<file path="src/rtl/csi_tx_packetizer_if.sv">
// csi_tx_packetizer_if: groups the frame-request, payload and HS lane
// signals of the CSI-2 transmit packetizer. The packetizer connects through
// the slave modport. A frame source or bench connects through the master
// modport.
interface csi_tx_packetizer_if;
  logic        frame_start;
  logic [15:0] payload_dat;
  logic        payload_vld;
  logic        payload_rdy;
  logic [15:0] lane_dat;
  logic        lane_hs_en;
  logic        frame_busy;
  logic        frame_done;
  logic [15:0] frame_num;
  logic        err_underflow;

  modport master (
    output frame_start,
    output payload_dat,
    output payload_vld,
    input  payload_rdy,
    input  lane_dat,
    input  lane_hs_en,
    input  frame_busy,
    input  frame_done,
    input  frame_num,
    input  err_underflow
  );

  modport slave (
    input  frame_start,
    input  payload_dat,
    input  payload_vld,
    output payload_rdy,
    output lane_dat,
    output lane_hs_en,
    output frame_busy,
    output frame_done,
    output frame_num,
    output err_underflow
  );
endinterface

</file>
<file path="src/rtl/csi_tx_packetizer.sv">
// csi_tx_packetizer: byte-clock CSI-2 transmitter for a 2-lane link.
// Each frame is an FS short packet, then LINES long packets, then an FE
// short packet. Every packet starts with a sync word and a header with ECC.
// Long packets also carry a payload and a CRC-16. An LP gap follows every
// packet.
// The lane outputs are registered from the current FSM state, so lane_dat
// and lane_hs_en trail the state by one cycle. Payload words are taken in
// the same cycle that payload_rdy is high.
// Optional build macro CSI_TX_TEST_PATTERN_EN replaces the external payload
// with an internal ramp. In that build, byte n of line L is (n+L) mod 256.
module csi_tx_packetizer #(
  parameter int unsigned LINE_BYTES = 800,
  parameter int unsigned LINES      = 480,
  parameter logic [5:0]  DATA_TYPE  = 6'h2B,
  parameter logic [1:0]  VC         = 2'd0,
  parameter int unsigned LP_GAP     = 8
) (
  input logic               clk,
  input logic               reset,
  csi_tx_packetizer_if.slave bus
);

  localparam int unsigned BEATS  = LINE_BYTES / 2;
  localparam int unsigned BEAT_W = (BEATS > 1) ? $clog2(BEATS) : 1;
  localparam int unsigned GAP_W  = (LP_GAP > 1) ? $clog2(LP_GAP) : 1;
  localparam int unsigned LINE_W = $clog2(LINES + 1);

  localparam logic [BEAT_W-1:0] BEAT_LAST = BEAT_W'(BEATS - 1);
  localparam logic [GAP_W-1:0]  GAP_LAST  = GAP_W'(LP_GAP - 1);
  localparam logic [LINE_W-1:0] LINE_END  = LINE_W'(LINES);

  typedef enum logic [2:0] {
    ST_IDLE    = 3'd0,
    ST_SYNC    = 3'd1,
    ST_HDR0    = 3'd2,
    ST_HDR1    = 3'd3,
    ST_PAYLOAD = 3'd4,
    ST_CRC     = 3'd5,
    ST_GAP     = 3'd6
  } state_e;

  typedef enum logic [1:0] {
    PKT_FS   = 2'd0,
    PKT_LONG = 2'd1,
    PKT_FE   = 2'd2
  } pkt_e;

  // CSI-2 header ECC over {WC_H, WC_L, DI}. The upper two ECC bits are zero.
  function automatic logic [5:0] ecc6(input logic [23:0] d);
    logic [5:0] p;
    p[0] = d[0]^d[1]^d[2]^d[4]^d[5]^d[7]^d[10]^d[11]^d[13]^d[16]^d[20]^d[21]^d[22]^d[23];
    p[1] = d[0]^d[1]^d[3]^d[4]^d[6]^d[8]^d[10]^d[12]^d[14]^d[17]^d[20]^d[21]^d[22]^d[23];
    p[2] = d[0]^d[2]^d[3]^d[5]^d[6]^d[9]^d[11]^d[12]^d[15]^d[18]^d[20]^d[21]^d[22];
    p[3] = d[1]^d[2]^d[3]^d[7]^d[8]^d[9]^d[13]^d[14]^d[15]^d[19]^d[20]^d[21]^d[23];
    p[4] = d[4]^d[5]^d[6]^d[7]^d[8]^d[9]^d[16]^d[17]^d[18]^d[19]^d[20]^d[22]^d[23];
    p[5] = d[10]^d[11]^d[12]^d[13]^d[14]^d[15]^d[16]^d[17]^d[18]^d[19]^d[21]^d[22]^d[23];
    return p;
  endfunction

  // Reflected CRC-16 (poly 0x8408). Processes one byte, LSB first.
  function automatic logic [15:0] crc16_byte(input logic [15:0] c, input logic [7:0] b);
    logic [15:0] r;
    r = c ^ {8'h00, b};
    for (int i = 0; i < 8; i++) begin
      r = r[0] ? ((r >> 1) ^ 16'h8408) : (r >> 1);
    end
    return r;
  endfunction

  // Processes a two-lane word. The lane0 byte goes first.
  function automatic logic [15:0] crc16_word(input logic [15:0] c, input logic [15:0] w);
    return crc16_byte(crc16_byte(c, w[7:0]), w[15:8]);
  endfunction

  state_e            state_q, state_d;
  pkt_e              pkt_q, pkt_d;
  logic [7:0]        di_q, di_d;
  logic [15:0]       wc_q, wc_d;
  logic [15:0]       frame_num_q, frame_num_d;
  logic [LINE_W-1:0] line_q, line_d;
  logic [BEAT_W-1:0] beat_q, beat_d;
  logic [GAP_W-1:0]  gap_q, gap_d;
  logic [15:0]       crc_q, crc_d;
  logic [15:0]       lane_dat_q, lane_dat_d;
  logic              lane_hs_en_q, lane_hs_en_d;
  logic              payload_rdy_q, payload_rdy_d;
  logic              frame_busy_q, frame_busy_d;
  logic              frame_done_q, frame_done_d;
  logic              err_q, err_d;

  logic              start_pkt_s;
  logic [15:0]       src_word_s;
  logic              src_vld_s;
  logic              rdy_en_s;
  logic [15:0]       tx_word_s;
  logic [5:0]        ecc_s;

`ifdef CSI_TX_TEST_PATTERN_EN
  logic [7:0] pat_q;

  assign src_word_s = {pat_q + 8'd1, pat_q};
  assign src_vld_s  = 1'b1;
  assign rdy_en_s   = 1'b0;

  // Ramp base: loads with the line index before the payload, then adds two bytes per beat.
  always_ff @(posedge clk) begin
    if (reset) begin
      pat_q <= 8'd0;
    end else if (state_q == ST_HDR1) begin
      pat_q <= 8'(line_q);
    end else if (state_q == ST_PAYLOAD) begin
      pat_q <= pat_q + 8'd2;
    end else begin
      pat_q <= pat_q;
    end
  end
`else
  assign src_word_s = bus.payload_dat;
  assign src_vld_s  = bus.payload_vld;
  assign rdy_en_s   = 1'b1;
`endif

  // An underflowing beat is sent as zeros. The CRC also uses those zeros.
  assign tx_word_s = src_vld_s ? src_word_s : 16'h0000;
  assign ecc_s     = ecc6({wc_q, di_q});

  // Next-state logic: packet sequencing, counters, CRC and the registered lane outputs.
  always_comb begin
    state_d       = state_q;
    pkt_d         = pkt_q;
    di_d          = di_q;
    wc_d          = wc_q;
    frame_num_d   = frame_num_q;
    line_d        = line_q;
    beat_d        = beat_q;
    gap_d         = gap_q;
    crc_d         = crc_q;
    err_d         = err_q;
    start_pkt_s   = 1'b0;
    lane_dat_d    = 16'h0000;
    lane_hs_en_d  = 1'b0;

    case (state_q)
      ST_IDLE: begin
        if (bus.frame_start) begin
          frame_num_d = (frame_num_q == 16'hFFFF) ? 16'h0001 : frame_num_q + 16'h0001;
          pkt_d       = PKT_FS;
          state_d     = ST_SYNC;
          start_pkt_s = 1'b1;
        end else begin
          state_d = ST_IDLE;
        end
      end
      ST_SYNC: begin
        state_d = ST_HDR0;
      end
      ST_HDR0: begin
        state_d = ST_HDR1;
      end
      ST_HDR1: begin
        crc_d  = 16'hFFFF;
        beat_d = '0;
        gap_d  = '0;
        if (pkt_q == PKT_LONG) begin
          state_d = ST_PAYLOAD;
        end else begin
          state_d = ST_GAP;
        end
      end
      ST_PAYLOAD: begin
        crc_d = crc16_word(crc_q, tx_word_s);
        if (!src_vld_s) begin
          err_d = 1'b1;
        end else begin
          err_d = err_q;
        end
        if (beat_q == BEAT_LAST) begin
          state_d = ST_CRC;
        end else begin
          beat_d = beat_q + BEAT_W'(1);
        end
      end
      ST_CRC: begin
        gap_d   = '0;
        line_d  = line_q + LINE_W'(1);
        state_d = ST_GAP;
      end
      ST_GAP: begin
        if (gap_q != GAP_LAST) begin
          gap_d = gap_q + GAP_W'(1);
        end else begin
          case (pkt_q)
            PKT_FS: begin
              line_d      = '0;
              pkt_d       = PKT_LONG;
              state_d     = ST_SYNC;
              start_pkt_s = 1'b1;
            end
            PKT_LONG: begin
              if (line_q == LINE_END) begin
                pkt_d       = PKT_FE;
                state_d     = ST_SYNC;
                start_pkt_s = 1'b1;
              end else if (src_vld_s) begin
                pkt_d       = PKT_LONG;
                state_d     = ST_SYNC;
                start_pkt_s = 1'b1;
              end else begin
                state_d = ST_GAP;
              end
            end
            PKT_FE: begin
              state_d = ST_IDLE;
            end
            default: begin
              state_d = ST_IDLE;
            end
          endcase
        end
      end
      default: begin
        state_d = ST_IDLE;
      end
    endcase

    // Latch the header of the packet about to start. The ECC reads these fields.
    if (start_pkt_s) begin
      case (pkt_d)
        PKT_FS: begin
          di_d = {VC, 6'h00};
          wc_d = frame_num_d;
        end
        PKT_FE: begin
          di_d = {VC, 6'h01};
          wc_d = frame_num_d;
        end
        default: begin
          di_d = {VC, DATA_TYPE};
          wc_d = 16'(LINE_BYTES);
        end
      endcase
    end else begin
      di_d = di_q;
      wc_d = wc_q;
    end

    // Lane bytes for the cycle the FSM is in now.
    case (state_q)
      ST_SYNC: begin
        lane_dat_d   = 16'hB8B8;
        lane_hs_en_d = 1'b1;
      end
      ST_HDR0: begin
        lane_dat_d   = {wc_q[7:0], di_q};
        lane_hs_en_d = 1'b1;
      end
      ST_HDR1: begin
        lane_dat_d   = {2'b00, ecc_s, wc_q[15:8]};
        lane_hs_en_d = 1'b1;
      end
      ST_PAYLOAD: begin
        lane_dat_d   = tx_word_s;
        lane_hs_en_d = 1'b1;
      end
      ST_CRC: begin
        lane_dat_d   = crc_q;
        lane_hs_en_d = 1'b1;
      end
      default: begin
        lane_dat_d   = 16'h0000;
        lane_hs_en_d = 1'b0;
      end
    endcase

    payload_rdy_d = (state_d == ST_PAYLOAD) && rdy_en_s;
    frame_busy_d  = (state_d != ST_IDLE);
    frame_done_d  = (state_q == ST_GAP) && (state_d == ST_IDLE);
  end

  // State, counters and output registers. Reset returns to IDLE and sends no FE.
  always_ff @(posedge clk) begin
    if (reset) begin
      state_q       <= ST_IDLE;
      pkt_q         <= PKT_FS;
      di_q          <= 8'h00;
      wc_q          <= 16'h0000;
      frame_num_q   <= 16'h0000;
      line_q        <= '0;
      beat_q        <= '0;
      gap_q         <= '0;
      crc_q         <= 16'hFFFF;
      lane_dat_q    <= 16'h0000;
      lane_hs_en_q  <= 1'b0;
      payload_rdy_q <= 1'b0;
      frame_busy_q  <= 1'b0;
      frame_done_q  <= 1'b0;
      err_q         <= 1'b0;
    end else begin
      state_q       <= state_d;
      pkt_q         <= pkt_d;
      di_q          <= di_d;
      wc_q          <= wc_d;
      frame_num_q   <= frame_num_d;
      line_q        <= line_d;
      beat_q        <= beat_d;
      gap_q         <= gap_d;
      crc_q         <= crc_d;
      lane_dat_q    <= lane_dat_d;
      lane_hs_en_q  <= lane_hs_en_d;
      payload_rdy_q <= payload_rdy_d;
      frame_busy_q  <= frame_busy_d;
      frame_done_q  <= frame_done_d;
      err_q         <= err_d;
    end
  end

  assign bus.lane_dat      = lane_dat_q;
  assign bus.lane_hs_en    = lane_hs_en_q;
  assign bus.payload_rdy   = payload_rdy_q;
  assign bus.frame_busy    = frame_busy_q;
  assign bus.frame_done    = frame_done_q;
  assign bus.frame_num     = frame_num_q;
  assign bus.err_underflow = err_q;

endmodule

</file>
<file path="src/flat_wrapper.sv">
// flat-port wrapper written by rule: the top's interface ports become plain ports
module csi_tx_packetizer_flat 
#(
  parameter int unsigned LINE_BYTES = 800,
  parameter int unsigned LINES      = 480,
  parameter logic [5:0]  DATA_TYPE  = 6'h2B,
  parameter logic [1:0]  VC         = 2'd0,
  parameter int unsigned LP_GAP     = 8
)
  (clk, reset, bus_frame_start, bus_payload_dat, bus_payload_vld, bus_payload_rdy, bus_lane_dat, bus_lane_hs_en, bus_frame_busy, bus_frame_done, bus_frame_num, bus_err_underflow);
  csi_tx_packetizer_if bus_i ();
  input logic clk;
  input logic reset;
  input wire logic [$bits(bus_i.frame_start)-1:0] bus_frame_start;
  input wire logic [$bits(bus_i.payload_dat)-1:0] bus_payload_dat;
  input wire logic [$bits(bus_i.payload_vld)-1:0] bus_payload_vld;
  output wire logic [$bits(bus_i.payload_rdy)-1:0] bus_payload_rdy;
  output wire logic [$bits(bus_i.lane_dat)-1:0] bus_lane_dat;
  output wire logic [$bits(bus_i.lane_hs_en)-1:0] bus_lane_hs_en;
  output wire logic [$bits(bus_i.frame_busy)-1:0] bus_frame_busy;
  output wire logic [$bits(bus_i.frame_done)-1:0] bus_frame_done;
  output wire logic [$bits(bus_i.frame_num)-1:0] bus_frame_num;
  output wire logic [$bits(bus_i.err_underflow)-1:0] bus_err_underflow;
  assign bus_i.frame_start = bus_frame_start;
  assign bus_i.payload_dat = bus_payload_dat;
  assign bus_i.payload_vld = bus_payload_vld;
  assign bus_payload_rdy = bus_i.payload_rdy;
  assign bus_lane_dat = bus_i.lane_dat;
  assign bus_lane_hs_en = bus_i.lane_hs_en;
  assign bus_frame_busy = bus_i.frame_busy;
  assign bus_frame_done = bus_i.frame_done;
  assign bus_frame_num = bus_i.frame_num;
  assign bus_err_underflow = bus_i.err_underflow;
  csi_tx_packetizer #(.LINE_BYTES(LINE_BYTES), .LINES(LINES), .DATA_TYPE(DATA_TYPE), .VC(VC), .LP_GAP(LP_GAP)) u_core (.clk(clk), .reset(reset), .bus(bus_i));
endmodule
</file>
<file path="config.mk">
export PLATFORM = sky130hd
export DESIGN_NAME = csi_tx_packetizer_flat
export DESIGN_NICKNAME = d
export VERILOG_FILES = /design/src/rtl/csi_tx_packetizer_if.sv /design/src/rtl/csi_tx_packetizer.sv /design/src/flat_wrapper.sv
export SDC_FILE = /design/constraint.sdc
export NUM_CORES = 1
export LEC_CHECK = 0
export ABC_AREA = 1
export CAP_MARGIN = 20
export CORE_MARGIN = 3
export CORE_UTILIZATION = 58
export DETAILED_ROUTE_END_ITERATION = 10
export PLACE_DENSITY_LB_ADDON = 0.05
export SLEW_MARGIN = 20
export SYNTH_ARGS = -nofsm -noshare
export SYNTH_HDL_FRONTEND = slang
export SYNTH_SLANG_ARGS = --single-unit
</file>
<file path="constraint.sdc">
create_clock -name clk -period 1.8 [get_ports clk]
set_input_delay 0.36 -clock clk [delete_from_list [all_inputs] [get_ports clk]]
set_output_delay 0.36 -clock clk [all_outputs]
set_load 0.01 [all_outputs]
</file>
Word-level counts from Yosys, hierarchy flattened
Index checks and enable logic that the tools add are counted.
{ "classes": {"shifts": 0, "eq_ne": 17, "n_div": 0, "n_reduce_logical": 16, "add_sub_neg": 4, "magnitude_cmp": 0, "mux": 52, "n_bitwise": 92, "multipliers": 0} }
{ "op_table": {"columns": ["op", "count"], "rows": [
  ["2-to-1 mux 16 bit", 21],
  ["case mux 16 bit (5 select lines)", 1],
  ["XOR 1 bit", 73],
  ["inverter 2 -> 3 bit", 16],
  ["case mux 9 bit (2 select lines)", 2],
  ["case mux 16 bit (2 select lines)", 1],
  ["XOR 16 x 8 -> 16 bit", 2],
  ["2-to-1 mux 9 bit", 3],
  ["case mux 3 bit (7 select lines)", 1],
  ["adder 9 x 1 -> 9 bit (second input constant)", 2],
  ["equality test 9 bit (second input constant)", 2],
  ["adder 16 x 1 -> 16 bit (second input constant)", 1],
  ["equality test 16 bit (second input constant)", 1],
  ["2-to-1 mux 3 bit", 5],
  ["equality test 3 bit (second input constant)", 4],
  ["case mux 3 bit (2 select lines)", 2],
  ["case mux 6 bit (2 select lines)", 1],
  ["2-to-1 mux 2 bit", 5],
  ["case mux 2 bit (2 select lines)", 2],
  ["equality test 3 x 2 -> 1 bit (second input constant)", 2],
  ["logical NOT 3 bit", 2],
  ["2-to-1 mux 1 bit", 6],
  ["!= test 2 bit (second input constant)", 3],
  ["AND reduction 2 bit", 3],
  ["other kinds (15)", 20]
]} }
{ "word_totals": {"latch_bits": 0, "ramBits": 0, "register_bits": 103, "mem_count": 0, "input_bits": 20, "rom_bits": 0} }

Longest topological paths before layout
{ "depth": {"word_depth": 36, "depth_mapped": 15, "ltp_nobuf": 14} }

Least setup slack after synthesis
OpenSTA, ideal clock, no wires.
{ "synth_path": {"kind": "reg2reg", "from": "reg u_core.gap_q[0]", "to": "reg u_core.line_q[7]", "path_stages_with_launch": 12, "arrival_time_ns": 1.449, "setup_time_ns": 0.116, "slack_ns": 0.234, "cell_sequence": "dfxtp_1 -> ha_1 -> ha_1 -> inv_1 -> nor3_2 -> nand2_1 -> nand2_2 -> nand2_2 -> nor2_4 -> nand2_1 -> o21ai_1 -> a21oi_1"} }
{ "synth_via": {"elab_chain_cells": 3} }
{ "synth_lines": {"columns": ["element", "line_no", "rtl"], "rows": [
  ["start, declared", "csi_tx_packetizer.sv:82", "logic [GAP_W-1:0] gap_q, gap_d;"],
  ["start signal, assigned", "csi_tx_packetizer.sv:306", "gap_q <= gap_d;"],
  ["!= test 3 bit", "csi_tx_packetizer.sv:189", "if (gap_q != GAP_LAST) begin"],
  ["!= test 2 bit (no line)", null, null],
  ["AND reduction 3 bit (no line)", null, null],
  ["end signal, assigned", "csi_tx_packetizer.sv:304", "line_q <= line_d;"],
  ["end, declared", "csi_tx_packetizer.sv:80", "logic [LINE_W-1:0] line_q, line_d;"]
]} }
No other way between the ends.
A chain may end at the register's enable or synchronous reset.

Worst setup path after layout
{ "layout_path": {"from": "reg u_core.beat_q[1]", "to": "reg u_core.beat_q[8]"} }
{ "layout_via": {"elab_chain_cells": 3, "elab_cells_between_ends": 6, "classes_between": "add/sub: 1; eq/ne: 2; mux: 2; reduce/logical: 1"} }
{ "layout_lines": {"columns": ["element", "line_no", "rtl"], "rows": [
  ["start, declared", "csi_tx_packetizer.sv:81", "logic [BEAT_W-1:0] beat_q, beat_d;"],
  ["start signal, assigned", "csi_tx_packetizer.sv:305", "beat_q <= beat_d;"],
  ["adder 9 x 1 -> 9 bit or equality test 9 bit (tied branches)", "csi_tx_packetizer.sv:180, csi_tx_packetizer.sv:177", null],
  ["2-to-1 mux 9 bit or != test 2 bit (tied branches)", null, null],
  ["case mux 9 bit (2 select lines) or AND reduction 2 bit (tied branches)", null, null]
]} }
Parallel ways exist; a longest one is shown, timed or not. The select of a mux whose other input is x is not followed.

==> flow_results.org <==
** Global routing
- GRT Residual Overflow :: 0
- Maximum number of pins on one net before global-route repair :: 46
- The via count of the first global-routing pass was between 5000 and 6000.
- Global routing used between 30% and 40% of the available tracks across all layers.
- The first global-routing pass estimated a little under 30 mm of wire.
- Number of antenna violations at the first check in global routing :: 0

** Finish
- Final non-filler cell total :: ~1100
- After the last flow step, the layout net total stands at 1023.
- In the final layout, the share of cells above drive strength 1 is roughly 20%.
- Area grow syn2layout :: 29.0%
- Diode insertion count for antenna repair :: 0

** Logic synthesis
- After Yosys synthesis, and, or, nand and nor cells account for about a third of the synthesized area.
- Of the synthesized area, sequential elements account for 33.2%.
- The synthesized netlist devotes under 10% of its cell area to adder and majority cells.
- Top cells by area in the synthesized netlist :: dfxtp_1 (33%), nand2_1 (14%), nand3_1 (8.6%)
- Total number of yosys warnings :: 0
- Proportion of synthesized area in mux cells :: 0%
- Post-synthesis compound-gate area fraction :: ~12%
- Cell Area, Synth :: 5850 um^2
- Top-area cell type share of the netlist area :: approximately a third
- Summing the areas of all xor and xnor instances in the mapped netlist gives around 7.3% of the synthesized area.
- Total nets after synthesis :: 903
- The most used flip-flop cell after synthesis is dfxtp_1.
- In this run the mean area of a mapped cell was about 6.7 um^2.
- Proportion of register bits with asynchronous set or reset after synthesis :: 0%
- After synthesis, the netlist uses 44 different library cells.
- Combinational family with the most area after synthesis :: simple AND/OR/NAND/NOR gates
- Count of mapped cells out of synthesis :: slightly below 900
- In this run, synthesis produced a sequential element count of 97.
- Number of synthesized flops with an enable pin :: 0
- Cell taking the most area after synthesis :: dfxtp_1

** Pwr
- Power consumption :: around 6.0 mW
- Dividing total power by cell area gives a power density of 789 nW/um^2.
- Peak VDD IR :: around 0.62 mV
- Leak :: approximately 3.5 nW

** Floorplanning
- Die Height :: between 100 and 150 um
- Once the floorplan was initialized, standard cells occupied around three fifths of the core.
- Die width :: roughly 110 um
- For this design the top-level I/O count stands at between 50 and 60.
- The die covers around 11000 um^2.
- After floorplanning, the core was divided into 36 placement rows.
- Core area :: ~9800 um^2

** Drt
- Via/cell ratio :: between 5 and 6
- Starting DRT DRC Count :: ~490
- Total wire length :: about 18 mm
- Via count :: 6264
- After detailed routing, the number of remaining DRC violations is 0.
- Number of nets still failing antenna checks after routing :: 0
- Routed length per placed instance :: around 16 um
- The first detailed-routing pass took 5 iterations.

** Setup path
- Largest fanout of any net on the critical path :: 7
- Critical Path Start Type :: register
- Critical path capture point type :: register
- Critical Path AT :: 2.00 ns
- The setup path with the least slack is of type register to register.
- Data on the critical path is required at its endpoint by 2.05 ns.

** Clock network
- Counting along the longest clock path gives a buffer depth of 2.
- After clock tree synthesis, the clock-pin slew on the worst setup and hold paths is roughly 0.090 ns.
- TritonCTS built the clock tree.
- For this design, the sink count on the clock tree is slightly below 100.
- Master cell of the clock root buffer :: clkbuf_8
- The H-tree was split into 3 levels.
- Clock tree synthesis inserted a total of 9 buffers.
- Later-pin clock latency in the skew report :: roughly 0.37 ns

** Timing
- Headroom to the max-slew limit came out at roughly 74%.
- Counting I/O delays and the setup requirement, the final critical path takes between 1.5 and 2 ns.
- At the pin with the least slew margin, the transition time is between 0.3 and 0.4 ns.
- For this run, the top clock speed supported by timing is around 0.57 GHz.
- Clock Skews :: between 0.009 and 0.01 ns
- Ratio of final minimum period to clock period :: 96.9%
- Setup-violating endpoint count in the final report :: 0
- The final hold violation count is 0.
- Max-slew violation count :: 0

** Status
- Run status :: finished clean

** Job
- Max-cap check violation count :: 0

** Place
- At the end of routability-driven placement, the weighted congestion stood at between 0.9 and 1.
- Half-perimeter wire length of the detailed placement result :: roughly 13 mm
- Placed cell count :: between 1000 and 1500
- Port buffering added 56 buffers.

** Min path
- Tightest Hold Check Type :: register to register
[what timing repair did]
action | in CTS | in global routing
setup endpoints to repair | 16 | 60
buffers inserted | 2 | 8
pin swaps | 1 | 20
gates cloned | 1 | 0
gates resized for setup | 3 | 69
hold buffers | 0 | 0
[layout make-up]
class	count	area [um^2]
inverter	127	482
fill	761	2230
sequential	97	1960
timing repair buffer	137	1250
tap	133	166
multi-input combinational	625	3480
clock buffer	13	159
clock inverter	3	46.3
[synthesized netlist by cell type, types with 4 or more instances]
| cell type | n |
|---|---|
| nor2_2 | 6 |
| ha_1 | 6 |
| o21ai_0 | 35 |
| nand4_1 | 13 |
| o22ai_1 | 7 |
| buf_2 | 10 |
| a21oi_1 | 48 |
| nor2_1 | 55 |
| xnor2_1 | 21 |
| nand2_2 | 24 |
| nor3_2 | 4 |
| o21bai_1 | 5 |
| o21ai_1 | 6 |
| nor3_1 | 11 |
| clkbuf_1 | 12 |
| xor2_1 | 24 |
| a211oi_1 | 7 |
| nand2_1 | 214 |
| nand3_1 | 100 |
| inv_2 | 10 |
| dfxtp_1 | 97 |
| o221ai_1 | 6 |
| inv_1 | 116 |
| nand3b_1 | 5 |
[worst max-delay path: stages (launching register included)]
cell and delay, ns:
dfxtp_1 0.36, ha_1 0.20, inv_1 0.09, nor2_2 0.17
nand3_2 0.14, o21ai_4 0.28, buf_4 0.16, nor3_1 0.04
a21oi_1 0.12, nor2_1 0.06
[worst paths after layout]
| check | start | endpoint | slack (ns) | depth (start not counted) |
|---|---|---|---|---|
| setup / recovery | u_core.beat_q[1] | u_core.beat_q[8] | 0.06 | 9 |
| hold / removal | u_core.gap_q[0] | u_core.gap_q[0] | 0.48 | 1 |
| setup reg to reg | u_core.beat_q[1] | u_core.beat_q[8] | 0.06 | 9 |
| hold reg to reg | u_core.gap_q[0] | u_core.gap_q[0] | 0.48 | 1 |
[logic make-up after synthesis]
family | count (synthesis)
simple gates | 449
buf+inv | 155
compound gates | 123
flops | 97
xor+xnor | 47
fa+ha+maj | 6
[power breakdown]
group          internal (mW)  switching [mW]  total (mW)
clock                  0.726           0.779        1.51
combinational          0.875            1.19        2.06
sequential              2.28           0.113        2.39
[placed cells by master (no fill, tap or decap), types with 4 or more instances in the layout]
cell type	count
a211oi_1	7
a21oi_1	47
buf_12	4
buf_4	74
clkbuf_8	11
clkdlybuf4s50_1	53
dfxtp_1	88
dfxtp_2	7
inv_1	112
inv_2	12
nand2_1	204
nand2_2	31
nand2_4	6
nand3_1	93
nand3_2	10
nand3b_1	5
nand4_1	13
nor2_1	47
nor2_2	12
nor2_4	5
nor3_1	9
nor3_2	4
o21ai_0	33
o21ai_1	8
o21bai_1	5
o221ai_1	6
o22ai_1	7
xnor2_1	21
xor2_1	21
xor2_2	4
[metal layers]
layer,vias up,track usage [%],wire [um]
met5,-,0,0
met4,0,11.3,399
met3,39,5.28,1350
met2,288,51.9,8450
met1,2878,42.0,7560
li1,3059,-,-
[flip-flops by register name, indices dropped and copies added, names as in the netlist, 2 cells and up]
register and flops:
u_core.bus.frame_num 16, u_core.crc_q 16, u_core.pkt_q 2, u_core.state_q 3, u_core.wc_q 16, u_core.beat_q 9
u_core.line_q 9, u_core.di_q 2, u_core.bus.lane_dat 16, u_core.gap_q 3
[stage by stage]
stage	setup TNS, ns	worst slack [ns]	hold WS (ns)	utilization, %	area, um^2
final	0	0.0561	0.480	77.2	7540
after CTS	0	0.00387	0.475	74.3	7270
after global placement	-11.26	-0.505	0.447	71.7	7000
after detailed placement	-12.47	-0.518	0.461	71.7	7000
after global routing	-0.207	-0.0384	0.496	77.2	7540
after floorplan	0	0.234	0.423	-	5850
Power figures use the tool's default switching activity.
